===== config.mk =====
export PLATFORM = sky130hd
export DESIGN_NAME = seg_scan_ctrl
export DESIGN_NICKNAME = d
export VERILOG_FILES = /design/src/rtl/seg_scan_pkg.sv /design/src/rtl/scan_slot_timer.sv /design/src/rtl/seg_scan_ctrl.sv
export SDC_FILE = /design/constraint.sdc
export NUM_CORES = 1
export LEC_CHECK = 0
export ABC_AREA = 1
export BUFFER_PORTS_ARGS = -buffer_cell sky130_fd_sc_hd__buf_2
export CAP_MARGIN = 20
export CORE_MARGIN = 2
export CORE_UTILIZATION = 40
export DETAILED_ROUTE_END_ITERATION = 6
export PLACE_DENSITY = 0.7
export SYNTH_ARGS = -nofsm -noshare
export SYNTH_HDL_FRONTEND = slang
export SYNTH_SLANG_ARGS = --single-unit

===== constraint.sdc =====
create_clock -name clk -period 2.15 [get_ports clk]
set_input_delay 0.215 -clock clk [delete_from_list [all_inputs] [get_ports clk]]
set_output_delay 0.215 -clock clk [all_outputs]
set_load 0.01 [all_outputs]

===== src/rtl/seg_scan_pkg.sv =====
// Shared constants, FSM encoding and digit-mask helper for the 4-digit
// 7-segment scan controller.
package seg_scan_pkg;

  localparam int NDIG = 4;
  localparam int IDXW = 2;
  localparam logic [NDIG-1:0] DIGIT_OFF = 4'b1111;

  typedef enum logic {
    S_BLANK = 1'b0,
    S_SHOW  = 1'b1
  } scan_state_e;

  // Active-low enable mask with only digit idx driven.
  function automatic logic [NDIG-1:0] onehot_n(input logic [IDXW-1:0] idx);
    return ~(4'b0001 << idx);
  endfunction

endpackage


===== src/rtl/scan_slot_timer.sv =====
// Slot timer for the digit scanner: counts REFRESH_DIV cycles per slot and
// steps the digit index 0..3, flagging the end of blanking and of the slot.
module scan_slot_timer
  import seg_scan_pkg::*;
#(
  parameter int REFRESH_DIV = 50000,
  parameter int BLANK_CYC   = 16,
  parameter int CW          = 16
) (
  input  logic            clk,
  input  logic            rst_n,
  output logic [CW-1:0]   cnt,
  output logic [IDXW-1:0] idx,
  output logic            slot_end,
  output logic            blank_end
);

  logic [CW-1:0]   r_cnt;
  logic [IDXW-1:0] r_idx;

  assign slot_end  = (r_cnt == CW'(REFRESH_DIV - 1));
  assign blank_end = (r_cnt == CW'(BLANK_CYC - 1));
  assign cnt       = r_cnt;
  assign idx       = r_idx;

  always_ff @(posedge clk or negedge rst_n) begin
    if (!rst_n) begin
      r_cnt <= '0;
      r_idx <= '0;
    end else if (slot_end) begin
      r_cnt <= '0;
      r_idx <= r_idx + IDXW'(1);
    end else begin
      r_cnt <= r_cnt + CW'(1);
    end
  end

endmodule


===== src/rtl/seg_scan_ctrl.sv =====
// Time-multiplexed scan of four hex digits onto one shared decoder.
// Define SEG_SCAN_LZB_EN to enable leading-zero blanking.
module seg_scan_ctrl
  import seg_scan_pkg::*;
#(
  parameter int REFRESH_DIV = 50000,
  parameter int BLANK_CYC   = 16
) (
  input  logic                 clk,
  input  logic                 rst_n,
  input  logic [4*NDIG-1:0]    value,
  input  logic [NDIG-1:0]      dig_en,
  output logic [3:0]           hex_out,
  output logic [NDIG-1:0]      dign,
  output logic                 frame_done
);

  localparam int CW = (REFRESH_DIV <= 2) ? 1 : $clog2(REFRESH_DIV);

  logic [CW-1:0]     w_cnt;
  logic [IDXW-1:0]   w_idx;
  logic              w_slot_end;
  logic              w_blank_end;
  logic              w_snap;
  logic              w_suppress;
  logic [4*NDIG-1:0] w_shadow_next;
  logic [3:0]        w_hex_next;
  logic [NDIG-1:0]   w_dign_next;
  logic              w_fd_next;
  scan_state_e       w_state_next;

  scan_state_e       r_state;
  logic [4*NDIG-1:0] r_shadow;
  logic [3:0]        r_hex;
  logic [NDIG-1:0]   r_dign;
  logic              r_frame_done;

  scan_slot_timer #(
    .REFRESH_DIV (REFRESH_DIV),
    .BLANK_CYC   (BLANK_CYC),
    .CW          (CW)
  ) u_timer (
    .clk       (clk),
    .rst_n     (rst_n),
    .cnt       (w_cnt),
    .idx       (w_idx),
    .slot_end  (w_slot_end),
    .blank_end (w_blank_end)
  );

  // Bypass the snapshot so a 1-cycle blank still sees the new frame value.
  assign w_snap        = (w_idx == '0) && (w_cnt == '0);
  assign w_shadow_next = w_snap ? value : r_shadow;

`ifdef SEG_SCAN_LZB_EN
  logic [NDIG-1:0] w_zero_from;

  for (genvar gi = 0; gi < NDIG; gi++) begin : g_zero_from
    assign w_zero_from[gi] = (w_shadow_next[4*NDIG-1:4*gi] == '0);
  end

  assign w_suppress = (w_idx != '0) && w_zero_from[w_idx];
`else
  assign w_suppress = 1'b0;
`endif

  always_comb begin
    w_state_next = r_state;
    w_hex_next   = r_hex;
    w_dign_next  = DIGIT_OFF;
    w_fd_next    = (w_idx == IDXW'(NDIG - 1)) && (w_cnt == CW'(REFRESH_DIV - 2));
    case (r_state)
      S_BLANK: begin
        w_hex_next = w_shadow_next[{w_idx, 2'b00} +: 4];
        if (w_blank_end) begin
          w_state_next = S_SHOW;
          if (dig_en[w_idx] && !w_suppress) w_dign_next = onehot_n(w_idx);
        end
      end
      S_SHOW: begin
        if (w_slot_end) begin
          w_state_next = S_BLANK;
        end else if (dig_en[w_idx] && !w_suppress) begin
          w_dign_next = onehot_n(w_idx);
        end
      end
      default: w_state_next = S_BLANK;
    endcase
  end

  always_ff @(posedge clk or negedge rst_n) begin
    if (!rst_n) begin
      r_state      <= S_BLANK;
      r_shadow     <= '0;
      r_hex        <= 4'h0;
      r_dign       <= DIGIT_OFF;
      r_frame_done <= 1'b0;
    end else begin
      r_state      <= w_state_next;
      r_shadow     <= w_shadow_next;
      r_hex        <= w_hex_next;
      r_dign       <= w_dign_next;
      r_frame_done <= w_fd_next;
    end
  end

  assign hex_out    = r_hex;
  assign dign       = r_dign;
  assign frame_done = r_frame_done;

endmodule

Yosys cells after proc, flatten, opt, wreduce, memory -nomap -nowiden
Cells that the tools add are included.
Operators by class
  add/subtract/negate cells: 2
  equality and inequality tests: 4
  reductions and logical operators: 4
  bitwise logic cells: 2
  shift-type cells: 2
  multiplexer cells: 11
  magnitude comparators: 1
Operator list (number)
  16-bit == test, second input constant: 2
  16-bit 2-to-1 mux: 2
  16-bit by 1-bit adder with 16-bit output, second input constant: 1
  16-bit by 4-bit == test with 1-bit output, second input constant: 1
  16-bit zero test: 1
  16-bit by 5-bit variable part select with 4-bit output: 1
  4-bit 2-to-1 mux: 3
  4-bit case mux with 2 select lines: 1
  4-bit inverter: 1
  1-bit by 2-bit left shift with 4-bit output, first input constant: 1
  2-bit by 3-bit < comparator with 1-bit output, second input constant: 1
  1-bit 2-to-1 mux: 3
  2-bit by 1-bit adder with 2-bit output, second input constant: 1
  1-bit binary-select mux with 2-bit select: 1
  2-bit == test, second input constant: 1
  1-bit logical AND: 2
  2-bit zero test: 1
  1-bit case mux with 2 select lines: 1
  1-bit inverter: 1
Word-level totals
  input bits: 22
  flip-flop bits (word level): 44

Longest topological paths before layout
  depth after elaboration: 5
  gate-level depth with buffers: 15

Modules after synthesis
A second synthesis with hierarchy kept.
Second synthesis, totals
  cell total of the unflattened synthesis: 329
  area total of the unflattened synthesis: 2486.1 um^2
Modules (own cells, without submodules)
  seg_scan_ctrl: area an instance 1391.3 um^2, instances 1, cells each 178, seq. area each 655.6 um^2
  scan_slot_timer: area an instance 1094.8 um^2, instances 1, cells each 151, seq. area each 450.4 um^2

Worst setup path before layout
Ideal clock, no wire load.
  path kind: register to register
  start point: register u_timer.r_idx[0] (netlist: u_timer.idx[0])
  end point: register r_hex[2] (netlist: hex_out[2])
  data required time: 2.033 ns
  setup time: 0.117 ns
  stages on the path, launching flop included: 16
  buffers on the path: 2
  clock period less this slack: 1.827 ns
  setup slack: 0.323 ns
  arrival time: 1.711 ns
  path through: dfrtp_1 -> inv_1 -> buf_2 -> ha_1 -> nand2_1 -> inv_1 -> nand2_1 -> nor2_8 -> nand2_4 -> buf_6 -> nand2_1 -> nand3_1 -> nand3_1 -> nand2_1 -> nand2_1 -> nand2_1
Between the ends
  longest elaborated chain between the ends: 4
RTL lines
  from (decl): line scan_slot_timer.sv:19  | logic [IDXW-1:0] r_idx;
  from (signal assigned): line scan_slot_timer.sv:32  | r_idx <= r_idx + IDXW'(1);
  2-bit zero test: line seg_scan_ctrl.sv:52  | assign w_snap = (w_idx == '0) && (w_cnt == '0);
  1-bit logical AND: line seg_scan_ctrl.sv:52
  16-bit 2-to-1 mux: line seg_scan_ctrl.sv:53  | assign w_shadow_next = w_snap ? value : r_shadow;
  16-bit by 5-bit variable part select with 4-bit output (*): line seg_scan_ctrl.sv:74  | w_hex_next = w_shadow_next[{w_idx, 2'b00} +: 4];
  to (signal assigned): line seg_scan_ctrl.sv:101  | r_hex <= w_hex_next;
  to (decl): line seg_scan_ctrl.sv:34  | logic [3:0] r_hex;
Mark *: on every way between the ends. The rest lies on a longest branch, timed or not.
A chain may end at the register's enable or synchronous reset.

Worst setup path in the final report
  start point: register u_timer.r_idx[1] (netlist: u_timer.idx[1])
  end point: register r_hex[3] (netlist: hex_out[3])
Same word-level chain as after synthesis.

==> flow_summary_export.csv <==
group,metric,value,unit
layout,final_layout_size_suffix_gt1_frac,0.233,
routing,via_per_inst,4.78,
pwr,vdd_drop_max,0.000300,V
routing,finalWirelength,4570,um
logic_synthesis,synth_top_family_by_area,"simple AND/OR/NAND/NOR gates",
die,core-area,5440,um^2
worst_hold_path,whs_path_depth,3,
placement,dpl-instance-area,2470,um^2
die,die_w,78.6,um
pwr,p_per_area,570,nW/um^2
worst_hold_path,min_to,"r_shadow[5]",
timing,setup_tns,0,ns
worst_setup_path,r2r_cells,13,
logic_synthesis,netlist_area,2230,um^2
worst_setup_path,start_kind,"flop",
logic_synthesis,synth-seq-cells,44,
timing,fin_ws,0.266,ns
worst_setup_path,cp_slowest_stage_delay,0.47,ns
layout,regArea,1110,um^2
logic_synthesis,synthXorXnorAreaFrac,0.0236,
worst_setup_path,r2r_slack,0.27,ns
cts,cts_sinks,44,
timing,period_needed,1.88,ns
cts,ctsLongestPathBuffers,2,
cts,cts_inserted_buffers,5,
routing,via_count,1759,
grt,antenna_found_initial,0,
die,io_pins,31,
outcome,status,"finished, final reports clean",
cts,root_buffer,"clkbuf_8",
logic_synthesis,netlist.area_leader.share,0.450,
worst_setup_path,reg2reg_from,"u_timer.idx[1]",
layout,syn2layout_area_growth,15.8,%
placement,dp_hpwl,3420,um
placement,placedCellCount,359,
worst_setup_path,worstPathRequired,2.34,ns
grt,first_global_vias,1765,
grt,grt_pass1_wl,7730,um
routing,dr.pass1.iters,4,
logic_synthesis,synth.avg_cell_area,8.73,um^2
timing,period_share,0.876,
timing,tightest_slew,0.483,ns
layout,final_nets,324,
worst_setup_path,crit_buf_inv,2,
worst_setup_path,end_kind,"flop",
worst_setup_path,crit_arrival,2.08,ns
worst_setup_path,slowest_stage,"dfrtp_1",
die,die_area,6180,um^2
grt,grt_util_all_layers,0.159,
pwr,finalPower,1.47,mW
routing,drc,0,
worst_setup_path,critPathMaxFanout,16,
pwr,leakage,1.36,nW
worst_setup_path,crit_chain,"inv_1 > ha_1 > nand2_1 > inv_1 > nand2_1 > nor2_8 > nand2_4 > nand2_1 > nand3_1 > nand3_1 > nand2_1 > nand2_1 > nand2_1",
logic_synthesis,synth_nets,284,
layout,multiInputGateArea,990,um^2
logic_synthesis,synth_simple_gate_area_frac,0.339,
routing,drt_iter0_markers,107,
worst_setup_path,critPathMostFrequentCell,"nand2_1",
worst_setup_path,critical-path-top-delay-family,"simple AND/OR/NAND/NOR gates",
layout,post-route-util,0.474,
worst_hold_path,hold_path.startpoint,"value[5]",
logic_synthesis,synth_area_leaders,"dfrtp_1, nand3_1, nand2_1",
timing,skew,0.00571,ns
timing,max_freq,0.531,GHz
timing,setup_viol,0,
logic_synthesis,synth_adder_area_share,0.0393,
worst_hold_path,min_path_type,"in2reg",
worst_setup_path,crit_type,"reg2reg",
logic_synthesis,yosysTopAreaCell,"dfrtp_1",
placement,gp_congestion,0.823,
layout,fin_area,2580,um^2
cts,clock_latency,0.30,ns
logic_synthesis,yosysUniqueCellTypes,26,
routing,wl_per_cell,12.4,um
placement,place.port_buffers,30,
layout,nFillCells,523,
grt,grt_start_max_net_pins,22,
placement,dp_slack,0.269,ns
logic_synthesis,yosysSeqAreaShare,0.497,
worst_setup_path,r2r-end,"hex_out[3]",
timing,hold_slack,0.178,ns
logic_synthesis,syn_inst,255,
timing,rsz0062_at_grt,"false",
layout,diodes,0,
timing,relSlewSlack,0.678,
job,drv_cap,0,
cts,clkTransAtPathRegs,0.08,ns
timing,drv_slew,0,
cts,post-cts-setup-buffers,0,
timing,timing.final.hold_violations,0,
cts,cts_tree,"yes",
layout,fin_cells,368,
logic_synthesis,synth-compound-area-share,0.0427,
die,initial_utilization,0.409,
logic_synthesis,yosysWarnings,0,
die,die_h,78.6,um
logic_synthesis,synth.area.mux_share,0,
grt,gr-total-overflow,0,
die,rows,27,
routing,postRouteAntennaNets,0,
cts,htreeDepth,2,
-- layout make-up --
cell class,count,area share
clock buffer,6,0.0320
clock inverter,2,0.00388
inverter,23,0.0335
multi-input combinational,183,0.384
sequential,44,0.429
tap,72,0.0350
timing repair buffer,38,0.0825
-- cell usage in the layout (no fill, tap or decap), types with 3 or more instances in the layout --
master	Yosys	final
nand2_1	60	60
buf_4	0	7
nand4_1	3	3
nor3_1	4	4
dfrtp_1	40	40
clkbuf_8	0	6
a21oi_1	6	6
ha_1	7	7
o21ai_0	7	7
dfstp_2	4	4
xor2_1	6	6
nand3_1	49	49
inv_1	23	23
nor2_1	17	17
buf_2	2	30
nand2_2	10	10
-- how the worst max path moves through the flow --
stage | start | endpoint | slack, ns | cells after the start
after floorplan | u_timer.idx[0] | hex_out[2] | 0.32 | 15
after global placement | u_timer.idx[1] | hex_out[3] | 0.31 | 13
after detailed placement | u_timer.idx[1] | hex_out[3] | 0.27 | 13
after CTS | u_timer.idx[1] | hex_out[3] | 0.26 | 13
after global routing | u_timer.idx[1] | hex_out[3] | 0.05 | 13
final | u_timer.idx[1] | hex_out[3] | 0.27 | 13
-- synth_stat cells (all sizes together) --
cell	instances
buf	5
nand4	3
o21bai	1
ha	7
nand3	49
o22ai	1
a21oi	6
dfstp	4
nand2	71
nor4	1
nor2	23
xor2	6
inv	23
dfrtp	40
a21o	1
nor3	6
o21ai	8
-- what timing repair did --
action | 4_1_cts | 5_1_grt
endpoints found under the hold margin | 19 | 0
hold buffers | 1 | 0
resized for setup | 0 | 0
-- worst reg2reg max path, delay by kind of cell (launching register included) --
family / cells / cell delay, ns
adder cells (fa/ha/maj): 1 / 0.16
AND/OR/NAND/NOR: 10 / 1.00
flip-flops: 1 / 0.47
buffers and inverters: 2 / 0.15
-- layer usage --
| metal | vias to the layer above | global-route usage | wire, um |
|---|---|---|---|
| li1 | 904 | - | - |
| met1 | 820 | 0.205 | 2130 |
| met2 | 29 | 0.260 | 2220 |
| met3 | 6 | 0.0322 | 157 |
| met4 | 0 | 0.0649 | 52 |
| met5 | - | 0 | 0 |
-- flip-flops by register name (all words and copies together) (netlist names) --
signal and count:
r_shadow 16, u_timer.cnt 16, dign 4, hex_out 4, u_timer.idx 2, frame_done 1
r_state 1
-- cell families after synthesis --
logic type / after synthesis
AOI/OAI and AO/OA: 17
and+or+nand+nor: 153
adders and majority gates: 7
DFF: 44
buffers and inverters: 28
xor gates and xnor gates: 6
-- power by group --
part / switching (mW) / internal, mW / total (mW)
Clock: 0.278 / 0.257 / 0.535
Combinational: 0.0459 / 0.0337 / 0.0796
Sequential: 0.00798 / 0.848 / 0.856
Power figures use the tool's default switching activity.
